## config.mk

```make
export PLATFORM = sky130hd
export DESIGN_NAME = mc_controller
export DESIGN_NICKNAME = d
export VERILOG_FILES = /design/src/rtl/mc_pkg.sv /design/src/rtl/mc_decode.sv /design/src/rtl/mc_controller.sv
export SDC_FILE = /design/constraint.sdc
export NUM_CORES = 1
export LEC_CHECK = 0
export CAP_MARGIN = 20
export CORE_UTILIZATION = 34
export DETAILED_ROUTE_END_ITERATION = 12
export PLACE_DENSITY_LB_ADDON = 0.15
export SLEW_MARGIN = 10
export SYNTH_ARGS = -nofsm -noshare
export SYNTH_HDL_FRONTEND = slang
export SYNTH_SLANG_ARGS = --single-unit
```

## constraint.sdc

```tcl
create_clock -name clk -period 1.69 [get_ports clk]
set_input_delay 0.338 -clock clk [delete_from_list [all_inputs] [get_ports clk]]
set_output_delay 0.338 -clock clk [all_outputs]
set_load 0.005 [all_outputs]
```

## src/rtl/mc_pkg.sv

```systemverilog
// ============================================================================
// Module      : mc_pkg
// Description : Shared state, instruction-class and control encodings for the
//               multi-cycle controller.
// Revision    : 1.0 - initial release
// ============================================================================
`default_nettype none

package mc_pkg;

    localparam logic [5:0] c_OP_RTYPE = 6'h00;
    localparam logic [5:0] c_OP_J     = 6'h02;
    localparam logic [5:0] c_OP_JAL   = 6'h03;
    localparam logic [5:0] c_OP_BEQ   = 6'h04;
    localparam logic [5:0] c_OP_ORI   = 6'h0d;
    localparam logic [5:0] c_OP_LUI   = 6'h0f;
    localparam logic [5:0] c_OP_LW    = 6'h23;
    localparam logic [5:0] c_OP_SW    = 6'h2b;

    localparam logic [5:0] c_FN_NOP   = 6'h00;
    localparam logic [5:0] c_FN_JR    = 6'h08;
    localparam logic [5:0] c_FN_ADDU  = 6'h21;
    localparam logic [5:0] c_FN_SUBU  = 6'h23;

    localparam logic [1:0] c_WA_RT    = 2'b00;
    localparam logic [1:0] c_WA_RD    = 2'b01;
    localparam logic [1:0] c_WA_RA    = 2'b10;

    localparam logic [1:0] c_WD_ALU   = 2'b00;
    localparam logic [1:0] c_WD_MEM   = 2'b01;
    localparam logic [1:0] c_WD_PC4   = 2'b10;

    localparam logic [1:0] c_BR_PC4   = 2'b00;
    localparam logic [1:0] c_BR_BRANCH = 2'b01;
    localparam logic [1:0] c_BR_JUMP  = 2'b10;
    localparam logic [1:0] c_BR_RS    = 2'b11;

    localparam logic [2:0] c_ALU_ADD  = 3'b000;
    localparam logic [2:0] c_ALU_SUB  = 3'b001;
    localparam logic [2:0] c_ALU_OR   = 3'b010;
    localparam logic [2:0] c_ALU_LUI  = 3'b011;

    typedef enum logic [2:0] {
        FETCH  = 3'd0,
        DECODE = 3'd1,
        EXEC   = 3'd2,
        MEM    = 3'd3,
        WB     = 3'd4,
        TRAP   = 3'd5
    } mc_state_e;

    typedef enum logic [3:0] {
        CLS_RALU    = 4'd0,
        CLS_IALU    = 4'd1,
        CLS_LOAD    = 4'd2,
        CLS_STORE   = 4'd3,
        CLS_BRANCH  = 4'd4,
        CLS_JUMP    = 4'd5,
        CLS_JAL     = 4'd6,
        CLS_JR      = 4'd7,
        CLS_NOP     = 4'd8,
        CLS_ILLEGAL = 4'd9
    } mc_class_e;

endpackage

`default_nettype wire

```

## src/rtl/mc_decode.sv

```systemverilog
// ============================================================================
// Module      : mc_decode
// Description : Combinational op/func decode into an instruction class plus
//               the ALU controls that class uses during EXEC/MEM.
// Revision    : 1.0 - initial release
// ============================================================================
`default_nettype none

module mc_decode #(
    parameter int OP_W   = 6,
    parameter int FUNC_W = 6
) (
    input  logic [OP_W-1:0]   op_i,
    input  logic [FUNC_W-1:0] func_i,
    output mc_pkg::mc_class_e cls_o,
    output logic [2:0]        aluctr_o,
    output logic              bctr_o,
    output logic              extctr_o
);
    import mc_pkg::*;

    always_comb begin
        cls_o    = CLS_ILLEGAL;
        aluctr_o = c_ALU_ADD;
        bctr_o   = 1'b0;
        extctr_o = 1'b0;
        case (op_i)
            OP_W'(c_OP_RTYPE): begin
                case (func_i)
                    FUNC_W'(c_FN_ADDU): cls_o = CLS_RALU;
                    FUNC_W'(c_FN_SUBU): begin
                        cls_o    = CLS_RALU;
                        aluctr_o = c_ALU_SUB;
                    end
                    FUNC_W'(c_FN_JR):   cls_o = CLS_JR;
                    FUNC_W'(c_FN_NOP):  cls_o = CLS_NOP;
                    default:            cls_o = CLS_ILLEGAL;
                endcase
            end
            OP_W'(c_OP_ORI): begin
                cls_o    = CLS_IALU;
                aluctr_o = c_ALU_OR;
                bctr_o   = 1'b1;
            end
            OP_W'(c_OP_LUI): begin
                cls_o    = CLS_IALU;
                aluctr_o = c_ALU_LUI;
                bctr_o   = 1'b1;
            end
            OP_W'(c_OP_LW), OP_W'(c_OP_SW): begin
                cls_o    = (op_i == OP_W'(c_OP_LW)) ? CLS_LOAD : CLS_STORE;
                bctr_o   = 1'b1;
                extctr_o = 1'b1;
            end
            OP_W'(c_OP_BEQ): begin
                // Branch offset is sign-extended for the target adder.
                cls_o    = CLS_BRANCH;
                aluctr_o = c_ALU_SUB;
                extctr_o = 1'b1;
            end
            OP_W'(c_OP_J):   cls_o = CLS_JUMP;
            OP_W'(c_OP_JAL): cls_o = CLS_JAL;
            default:         cls_o = CLS_ILLEGAL;
        endcase
    end

endmodule

`default_nettype wire

```

## src/rtl/mc_controller.sv

```systemverilog
// ============================================================================
// Module      : mc_controller
// Description : Multi-cycle MIPS controller, FETCH/DECODE/EXEC/MEM/WB sequencing
//               with imem/dmem ready stalls. MC_ILLEGAL_TRAP_EN enables the trap.
// Revision    : 1.0 - initial release
// ============================================================================
`default_nettype none

module mc_controller #(
    parameter int OP_W     = 6,
    parameter int FUNC_W   = 6,
    parameter int ALUCTR_W = 3
) (
    input  logic                clk,
    input  logic                reset,
    input  logic [OP_W-1:0]     op,
    input  logic [FUNC_W-1:0]   func,
    input  logic                zero,
    input  logic                imem_ready,
    input  logic                dmem_ready,
    output logic                pc_we,
    output logic                ir_we,
    output logic                imem_req,
    output logic                dmem_req,
    output logic                memwrite,
    output logic                regwrite,
    output logic [1:0]          wactr,
    output logic [1:0]          wdctr,
    output logic [1:0]          brctr,
    output logic [ALUCTR_W-1:0] aluctr,
    output logic                bctr,
    output logic                extctr,
    output logic                instr_done,
    output logic                exc_illegal
);
    import mc_pkg::*;

    mc_state_e  r_state_q;
    mc_state_e  w_state_d;
    mc_class_e  w_cls;
    logic [2:0] w_aluctr;
    logic       w_bctr;
    logic       w_extctr;

    mc_decode #(
        .OP_W   (OP_W),
        .FUNC_W (FUNC_W)
    ) u_decode (
        .op_i     (op),
        .func_i   (func),
        .cls_o    (w_cls),
        .aluctr_o (w_aluctr),
        .bctr_o   (w_bctr),
        .extctr_o (w_extctr)
    );

    always_ff @(posedge clk) begin
        if (reset) begin
            r_state_q <= FETCH;
        end else begin
            r_state_q <= w_state_d;
        end
    end

    always_comb begin
        w_state_d   = r_state_q;
        pc_we       = 1'b0;
        ir_we       = 1'b0;
        imem_req    = 1'b0;
        dmem_req    = 1'b0;
        memwrite    = 1'b0;
        regwrite    = 1'b0;
        wactr       = c_WA_RT;
        wdctr       = c_WD_ALU;
        brctr       = c_BR_PC4;
        aluctr      = '0;
        bctr        = 1'b0;
        extctr      = 1'b0;
        instr_done  = 1'b0;
        exc_illegal = 1'b0;

        case (r_state_q)
            FETCH: begin
                imem_req = 1'b1;
                if (imem_ready) begin
                    ir_we     = 1'b1;
                    pc_we     = 1'b1;
                    brctr     = c_BR_PC4;
                    w_state_d = DECODE;
                end
            end
            DECODE: begin
                case (w_cls)
                    CLS_JUMP, CLS_JAL: begin
                        pc_we      = 1'b1;
                        brctr      = c_BR_JUMP;
                        instr_done = 1'b1;
                        w_state_d  = FETCH;
                        if (w_cls == CLS_JAL) begin
                            regwrite = 1'b1;
                            wactr    = c_WA_RA;
                            wdctr    = c_WD_PC4;
                        end
                    end
                    CLS_JR: begin
                        pc_we      = 1'b1;
                        brctr      = c_BR_RS;
                        instr_done = 1'b1;
                        w_state_d  = FETCH;
                    end
                    CLS_NOP: begin
                        instr_done = 1'b1;
                        w_state_d  = FETCH;
                    end
                    CLS_ILLEGAL: begin
`ifdef MC_ILLEGAL_TRAP_EN
                        w_state_d = TRAP;
`else
                        instr_done = 1'b1;
                        w_state_d  = FETCH;
`endif
                    end
                    default: w_state_d = EXEC;
                endcase
            end
            EXEC: begin
                aluctr = ALUCTR_W'(w_aluctr);
                bctr   = w_bctr;
                extctr = w_extctr;
                case (w_cls)
                    CLS_BRANCH: begin
                        brctr      = c_BR_BRANCH;
                        pc_we      = zero;
                        instr_done = 1'b1;
                        w_state_d  = FETCH;
                    end
                    CLS_LOAD, CLS_STORE: w_state_d = MEM;
                    default:             w_state_d = WB;
                endcase
            end
            MEM: begin
                // Address path stays live until the access completes.
                aluctr   = ALUCTR_W'(w_aluctr);
                bctr     = w_bctr;
                extctr   = w_extctr;
                dmem_req = 1'b1;
                memwrite = (w_cls == CLS_STORE);
                if (dmem_ready) begin
                    if (w_cls == CLS_STORE) begin
                        instr_done = 1'b1;
                        w_state_d  = FETCH;
                    end else begin
                        w_state_d = WB;
                    end
                end
            end
            WB: begin
                regwrite   = 1'b1;
                wactr      = (w_cls == CLS_RALU) ? c_WA_RD : c_WA_RT;
                wdctr      = (w_cls == CLS_LOAD) ? c_WD_MEM : c_WD_ALU;
                instr_done = 1'b1;
                w_state_d  = FETCH;
            end
`ifdef MC_ILLEGAL_TRAP_EN
            TRAP: exc_illegal = 1'b1;
`endif
            default: w_state_d = FETCH;
        endcase

        // Reset suppresses every output, including any write in flight.
        if (reset) begin
            pc_we       = 1'b0;
            ir_we       = 1'b0;
            imem_req    = 1'b0;
            dmem_req    = 1'b0;
            memwrite    = 1'b0;
            regwrite    = 1'b0;
            wactr       = c_WA_RT;
            wdctr       = c_WD_ALU;
            brctr       = c_BR_PC4;
            aluctr      = '0;
            bctr        = 1'b0;
            extctr      = 1'b0;
            instr_done  = 1'b0;
            exc_illegal = 1'b0;
        end
    end

endmodule

`default_nettype wire
```

==> key figures, run 1 <==
Status
  • Outcome: did not finish
  • Stage reached: global routing (5_1_grt)
  • First error line in the log: [ERROR DPL-0038] Utilization greater than 100%, impossible to legalize

Logic synthesis
  • Commonest cells post-synth: sky130_fd_sc_hd__nor2_1, sky130_fd_sc_hd__nand2_1, sky130_fd_sc_hd__nor4_1
  • Gate Count Post-Synth: 97
  • Biggest area contributors in the synthesized netlist: sky130_fd_sc_hd__dfxtp_1, sky130_fd_sc_hd__nor4_1, sky130_fd_sc_hd__nor2_1
  • Ys Warns: 0
  • Proportion of synthesized chip area in sequential cells: 9.16%
  • Distinct cell type count of the synthesized netlist: 44
  • Fraction of synthesized cell area taken by the top area cell type: 9.16%
  • Mean instance size in the synthesized netlist: 6.76 µm²
  • Number of storage elements in the synthesis netlist: 3
  • Proportion of synthesized flip-flops having asynchronous set or reset: 0%
  • Post-Syn Area: 656 µm²
  • Most common cell in the synthesized netlist: sky130_fd_sc_hd__nor2_1
  • Post-synth EDFFs: 0
  • Library cell with the largest summed area after synthesis: sky130_fd_sc_hd__dfxtp_1
  • Prevailing post-synth register cell: sky130_fd_sc_hd__dfxtp_1

Clock tree
  • Total number of H-tree levels: 1
  • Clock tree sinks: 3
  • CTS Buffer Depth: 2
  • Number of buffers created by CTS: 3
  • CTS Hold Buffers Added: 0
  • Clock Root Buffer: sky130_fd_sc_hd__clkbuf_4

Floorplanning
  • Chip Height: 45.9 µm
  • Initial Utilization: 37.2%
  • X dimension of the die: 45.9 µm
  • Core Rows: 15
  • Boundary Pins: 36

Global route
  • Pin count of the biggest net entering global routing: 11

Timing
  • Worst setup endpoint after the global-route repair_timing: wactr[0]
  • Category of the worst endpoint: output port

Placed design
  • Number of buffer cells added on primary ports: 33
  • Routability congestion estimate from global placement: 0.901
  • Placement Cell Area: 0.00130 mm²
  • Dpl hpwl: 1.94 mm
-- cell families after synthesis --
family,count (synthesis),share of synthesized area (%)
flip-flops,3,9.16
AND/OR/NAND/NOR,56,50.6
multiplexers,1,1.53
other,1,0.572
buffers and inverters,11,8.59
AO/OA/AOI/OAI,25,29.6
-- stage by stage --
step / instances / worst slack [ns] / setup TNS, ns / utilization (%)
after global placement: 188 / -1.06 / -15.60 / 73.5
after detailed placement: 188 / -1.08 / -16.10 / 73.5
after floorplan: 98 / -0.0301 / -0.0977 / -
after CTS: 211 / -0.513 / -3.45 / 91.3
-- timing repair --
action | in CTS
resized for setup | 173
pin swaps | 30
cloned | 0
endpoints found under the hold margin | 0
setup buffers | 21
endpoints found under the setup margin | 20
==> run 2, diff against run 1 <==
Settings changed: CORE_AREA from default to 2 2 63 65, CORE_UTILIZATION 34 to default, DIE_AREA from default to 0 0 65 67.
Clock period 1.69 ns to 2.2 ns, I/O delays scaled along.
==> run 2 against run 1 <==
  * Synthesized area stayed put
  * The flow now finishes, with violations (negative setup slack)
  * Synthesized cell count stayed put
==> key figures, run 2 <==
Critical path
  • Data arrival at the endpoint of the critical path: 1.86 ns
  • Crit-path leading delay family: simple AND/OR/NAND/NOR gates
  • Reg2reg path depth: 5
  • Worst Setup End Kind: output port
  • Startpoint class of the critical path: input port
  • Slowest stage cell on the critical path: sky130_fd_sc_hd__or3_4
  • Critical setup path kind: in2out
  • Crit path max fanout: 3
  • WP depth: 8
  • List of cells traversed by the critical path: buf_6 > or3_4 > a2111oi_4 > nor2_2 > o211ai_2 > buf_4 > nand4_1 > buf_2
  • Required time of the worst setup path: 1.76 ns
  • Buffering stage count on the worst path with inverters included: 3
  • Crit-path max cell delay: 0.38 ns

Logic synthesis
  • Proportion of synthesized chip area in sequential cells: 9.16%
  • Mean instance size in the synthesized netlist: 6.76 µm²
  • Post-synth EDFFs: 0
  • Proportion of synthesized flip-flops having asynchronous set or reset: 0%
  • Prevailing post-synth register cell: sky130_fd_sc_hd__dfxtp_1
  • Post-Syn Area: 656 µm²
  • Commonest cells post-synth: sky130_fd_sc_hd__nor2_1, sky130_fd_sc_hd__nand2_1, sky130_fd_sc_hd__nor4_1
  • Ys Warns: 0
  • Number of storage elements in the synthesis netlist: 3
  • Library cell with the largest summed area after synthesis: sky130_fd_sc_hd__dfxtp_1
  • Fraction of synthesized cell area taken by the top area cell type: 9.16%
  • Biggest area contributors in the synthesized netlist: sky130_fd_sc_hd__dfxtp_1, sky130_fd_sc_hd__nor4_1, sky130_fd_sc_hd__nor2_1
  • Most common cell in the synthesized netlist: sky130_fd_sc_hd__nor2_1
  • Distinct cell type count of the synthesized netlist: 44
  • Gate Count Post-Synth: 97

Power and ir drop
  • Worst ir drop on vdd: 0.165 mV
  • Sw Share: 30.1%
  • Clock share of power: 42.0%
  • Internal power: 0.000271 W
  • Switching power summed over all nets: 0.000117 W
  • Sequential group share of total power: 14.8%
  • Power after layout: 0.000388 W
  • Comb pwr share: 43.2%
  • Leakage: 0.723 nW
  • Power density over the cells: 255 mW/mm²

Timing
  • Max Slew Vio Count: 0
  • Final Hold Violating Endpoints: 0
  • Setup-violating endpoint count in the final report: 5
  • Fmax achieved: 0.436 GHz
  • Fin Clk Skew: 0.00211 ns
  • Fin Setup TNS: -0.247 ns
  • Crit share post-route: 104%
  • Minimum clock period: 2.30 ns
  • Least setup slack across all paths after layout: -0.0954 ns
  • Unrepaired setup endpoints after global routing: yes

Cells and area
  • Final-layout fill cell count: 386
  • Proportion of layout cells with a drive suffix above 1: 56.1%
  • Final design area excluding fillers: 0.00152 mm²
  • Multi-input gate area in the final layout: 684 µm²
  • Biggest registers after layout: r_state_q x3
  • Nets: 198
  • Most flop-heavy register: r_state_q
  • Antenna diode count: 0
  • Max FFs per register: 3
  • Area occupied by registers: 61.3 µm²
  • Commonest cells after routing, fill and taps aside: sky130_fd_sc_hd__buf_4, sky130_fd_sc_hd__buf_2, sky130_fd_sc_hd__dlygate4sd2_1
  • Area growth from synthesis to layout: 132%
  • Leading cell type in the layout, fill and taps excluded: sky130_fd_sc_hd__buf_4

Clock tree
  • CTS tree: built
  • CTS Hold Buffers Added: 0
  • Clock Root Buffer: sky130_fd_sc_hd__clkbuf_8
  • Clock transition at the register clock pins on the worst setup and hold paths after CTS: 0.03 ns
  • Total number of H-tree levels: 1
  • CTS Buffer Depth: 2
  • Insertion delay to the later sink of the worst-skew pair: 0.22 ns
  • Number of buffers created by CTS: 3
  • Clock tree sinks: 3

Global route
  • Initial antenna violation count: 0
  • Overall fraction of global-route tracks in use: 13.4%
  • First-pass GRT wire length: 4.55 mm
  • Pin count of the biggest net entering global routing: 10
  • Vias in the first global route: 995
  • Leftover overflow at the end of global routing: 0

Detailed routing
  • DR vias/cell: 4.56
  • ANT nets after route: 0
  • Post-detailed-route wirelength per cell: 12.2 µm
  • Length of the first detailed-routing pass in iterations: 4
  • DRC Markers: 0
  • Via count: 1,040
  • DRC violation total after the first TritonRoute iteration: 19
  • Wirelength, routed: 2.78 mm

Placed design
  • Worst slack at placement: -0.838 ns
  • Placement Cell Area: 0.00135 mm²
  • Number of buffer cells added on primary ports: 33
  • Routability congestion estimate from global placement: 0.803
  • Dpl hpwl: 2.09 mm

Floorplanning
  • Std-Cell Core Area: 0.00361 mm²
  • Die area: 0.00436 mm²
  • Initial Utilization: 18.2%
  • Chip Height: 67 µm
  • X dimension of the die: 65 µm
  • Boundary Pins: 36
  • Core Rows: 22

Status
  • Violations in the final reports: negative setup slack
  • Outcome: finished, violations left

Worst hold path
  • Worst hold stages: 2
  • Worst min-delay path category: reg2reg

Run
  • Max capacitance violation total: 0
run 2: what timing repair did:
item                                    CTS  global route
resized for setup                        99             9
pin swaps                                16             7
endpoints found under the setup margin   17            15
buffers inserted                          5             2
hold endpoints to repair                  0             0
run 2: cell type report:
class | count | share of cell area (%)
timing repair buffer | 86 | 43.3
tap | 48 | 3.95
multi-input combinational | 84 | 45.0
sequential | 3 | 4.03
clock buffer | 4 | 2.96
inverter | 3 | 0.740
run 2: stage by stage:
stage | instances | hold slack [ns] | utilization [%]
2_1_floorplan | 98 | 0.505 | -
3_3_place_gp | 217 | 0.588 | 37.4
3_5_place_dp | 217 | 0.591 | 37.4
4_1_cts | 226 | 0.636 | 40.5
5_1_grt | 228 | 0.686 | 42.2
6_report | 228 | 0.659 | 42.2
run 2: cell families after synthesis:
group           after synthesis  synth area share [%]
buf+inv                      11                  8.59
other cells                   1                 0.572
mux                           1                  1.53
simple gates                 56                  50.6
flops                         3                  9.16
compound gates               25                  29.6
run 2: power groups by stage:
stage	sequential, W	combinational, W	clock, W
floorplan	0.0000586	0.0000543	0
global placement	0.0000578	0.000155	0
detailed placement	0.0000578	0.000157	0
CTS	0.0000572	0.000163	0.000166
global route	0.0000576	0.000180	0.000165
finish	0.0000574	0.000168	0.000163
run 2: worst reg2reg max path: cells and delay by family (launching register included):
kind | cells | cell delay [ns]
AOI/OAI and AO/OA | 1 | 0.20
buffers and inverters | 3 | 0.37
DFF | 1 | 0.32
muxes | 1 | 0.14
run 2: path summary, 6_finish.rpt:
check | startpoint | end | slack (ns)
worst max register to register | r_state_q[0]$_SDFFE_PP0P_ | r_state_q[1]$_SDFFE_PP0P_ | 1.06
worst min-delay path | r_state_q[2]$_SDFFE_PP0P_ | r_state_q[0]$_SDFFE_PP0P_ | 0.66
worst max-delay path | func[5] | instr_done | -0.1
worst min register to register | r_state_q[2]$_SDFFE_PP0P_ | r_state_q[0]$_SDFFE_PP0P_ | 0.66
run 2: metal layers:
metal	global-route usage, %	up-vias	share of wire [%]	wire [µm]
li1	-	528	-	-
met1	15.4	474	43	1190
met2	24.2	30	49	1370
met3	1.52	8	5.0	140
met4	6.91	0	2.8	79
met5	0	-	0	0
(Power assumes the default switching activity.)
==> edit (flow settings as in run 2) <==
Set the parameter `ALUCTR_W` to 2 (it was 3).
--- a/src/rtl/mc_controller.sv
+++ b/src/rtl/mc_controller.sv
@@ -9,7 +9,7 @@
 module mc_controller #(
     parameter int OP_W     = 6,
     parameter int FUNC_W   = 6,
-    parameter int ALUCTR_W = 3
+    parameter int ALUCTR_W = 2
 ) (
     input  logic                clk,
     input  logic                reset,
Ports: changed (resized aluctr); port bits go from 36 to 35. No check against the original RTL was run, so the function may have changed too.
==> edit against run 2 <==
The run still ends with negative setup slack left; final cell count unchanged; worst setup slack got worse by 0.041 ns; count of clock-buffer cells in the layout unchanged; wire length increased by 1.1%; final area increased by 2.5%; first-iteration DRC count decreased by 26%; non-clock buffer count increased by 1; synthesized area decreased by 1.1%; total power increased by 2.7%; sequential cell count unchanged; maximum frequency decreased by 1.8%; synthesized cell count decreased by 1.0%; hold slack improved by 0.0073 ns; critical endpoint is now pc_we; largest power group unchanged.
==> edit: results (changes against run 2) <==
metric	value	unit	change
initial antenna violation count	0		unchanged
delay-heaviest family, CP	compound AO/OA/AOI/OAI gates		was simple AND/OR/NAND/NOR gates
First-pass DRT Iterations	4		unchanged
nets	198		unchanged
Initial DRC Count	14		was 19
top cells by count, synth	11 x nor2_1, 8 x nand2_1, 8 x nor4_1		unchanged
final setup fails	5		unchanged
Antenna Cells	0		unchanged
status	finished, violations left		unchanged
setup TNS	-0.386	ns	was -0.247 ns
Place WS	-0.854	ns	was -0.838 ns
max layer used	met4		unchanged
cells taking the most area after synthesis	dfxtp_1 9.3%, nor4_1 7.7%, nor2_1 6.4%		was dfxtp_1 9.2%, nor4_1 7.6%, nor2_1 6.3%
max incr delay on CP	0.38	ns	about the same
failing checks	negative setup slack		unchanged
Lkg Pwr	0.718	nW	was 0.723 nW
number of port buffers	33		unchanged
Max clock buf depth	2		unchanged
Ys Warns	0		unchanged
GPL Wtd Cong	0.798		was 0.803
Finished Layout Cells	228		unchanged
Mapped Avg Cell Area	6.75	sq um	was 6.76 sq um
Hold WC Path Type	flop to flop		unchanged
met3 routed WL	109	microns	was 140 microns
postcts setup bufs	10		was 5
slowest CP cell	or3_4		unchanged
Clk Latency, worst-skew pair	0.22	ns	about the same
vias in the first global route	1103		was 995
distinct cell type count after synthesis	44		unchanged
Final Skew	0.00278	ns	was 0.00211 ns
Routed WL	2.81	mm	was 2.78 mm
met2 wire length	1.50	mm	was 1.37 mm
Post-Syn Nets	113		
dpl cell area	1320	sq um	was 1350 sq um
Yosys top cell by area	dfxtp_1		unchanged
Max rail drop VDD	0.0915	mV	was 0.165 mV
share of cells above drive strength 1	61.7	%	was 56.1%
post_cts resized	116		was 99
DR vias/cell	4.59		was 4.56
post-DP HPWL	2.03	mm	was 2.09 mm
sequential share of the synthesized area	9.27	%	was 9.16%
total track usage	13.6	%	was 13.4%
met1 wire length	1.19	mm	about the same
Post-synth ARST share	0	%	unchanged
first-pass GRT wire length	4.66	mm	was 4.55 mm
Clock transition at path regs	0.03	ns	about the same
Crit Path Max Fanout	3		unchanged
# placed instances	213		was 217
setup ws final	-0.137	ns	was -0.0954 ns
top flop regs	r_state_q (3)		unchanged
[edit: cell types whose count changed after synthesis, sizes merged]
cell,before,now
buf,6,5
[edit: cells by family (layout without fill, tap and decap cells)]
family	Yosys count	in the layout	synth area share (%)
flops	3	3	9.27
simple gates	56	56	51.2
compound gates	25	25	29.9
buf+inv	10	94	7.53
other cells	1	1	0.579
mux	1	1	1.54
[edit: routing by layer]
| layer | track usage (%) | up-vias |
|---|---|---|
| li1 | - | 529 |
| met1 | 14.9 | 487 |
| met2 | 24.7 | 29 |
| met3 | 2.20 | 2 |
| met4 | 7.45 | 0 |
| met5 | 0 | - |
[edit: layout make-up]
| cell class | count | area [sq um] |
|---|---|---|
| sequential | 3 | 60.1 |
| fill | 367 | 2050 |
| inverter | 3 | 11.3 |
| clock buffer | 4 | 45.0 |
| tap | 48 | 60.1 |
| timing repair buffer | 87 | 674 |
| multi-input combinational | 83 | 708 |
[edit: path summary, 6_finish.rpt]
| path | start | end | slack [ns] | cells past startpoint |
|---|---|---|---|---|
| worst min register to register | r_state_q[2]$_SDFFE_PP0P_ | r_state_q[0]$_SDFFE_PP0P_ | 0.67 | 1 |
| worst min-delay path | r_state_q[2]$_SDFFE_PP0P_ | r_state_q[0]$_SDFFE_PP0P_ | 0.67 | 1 |
| worst max-delay path | func[5] | pc_we | -0.14 | 8 |
| worst max register to register | r_state_q[2]$_SDFFE_PP0P_ | r_state_q[1]$_SDFFE_PP0P_ | 0.96 | 4 |
[edit: report_power, final]
| part | internal [W] | switching [W] |
|---|---|---|
| logic | 0.0000969 | 0.0000803 |
| registers | 0.0000562 | 0.000000891 |
| clock network | 0.000124 | 0.0000403 |
| total | 0.000277 | 0.000121 |
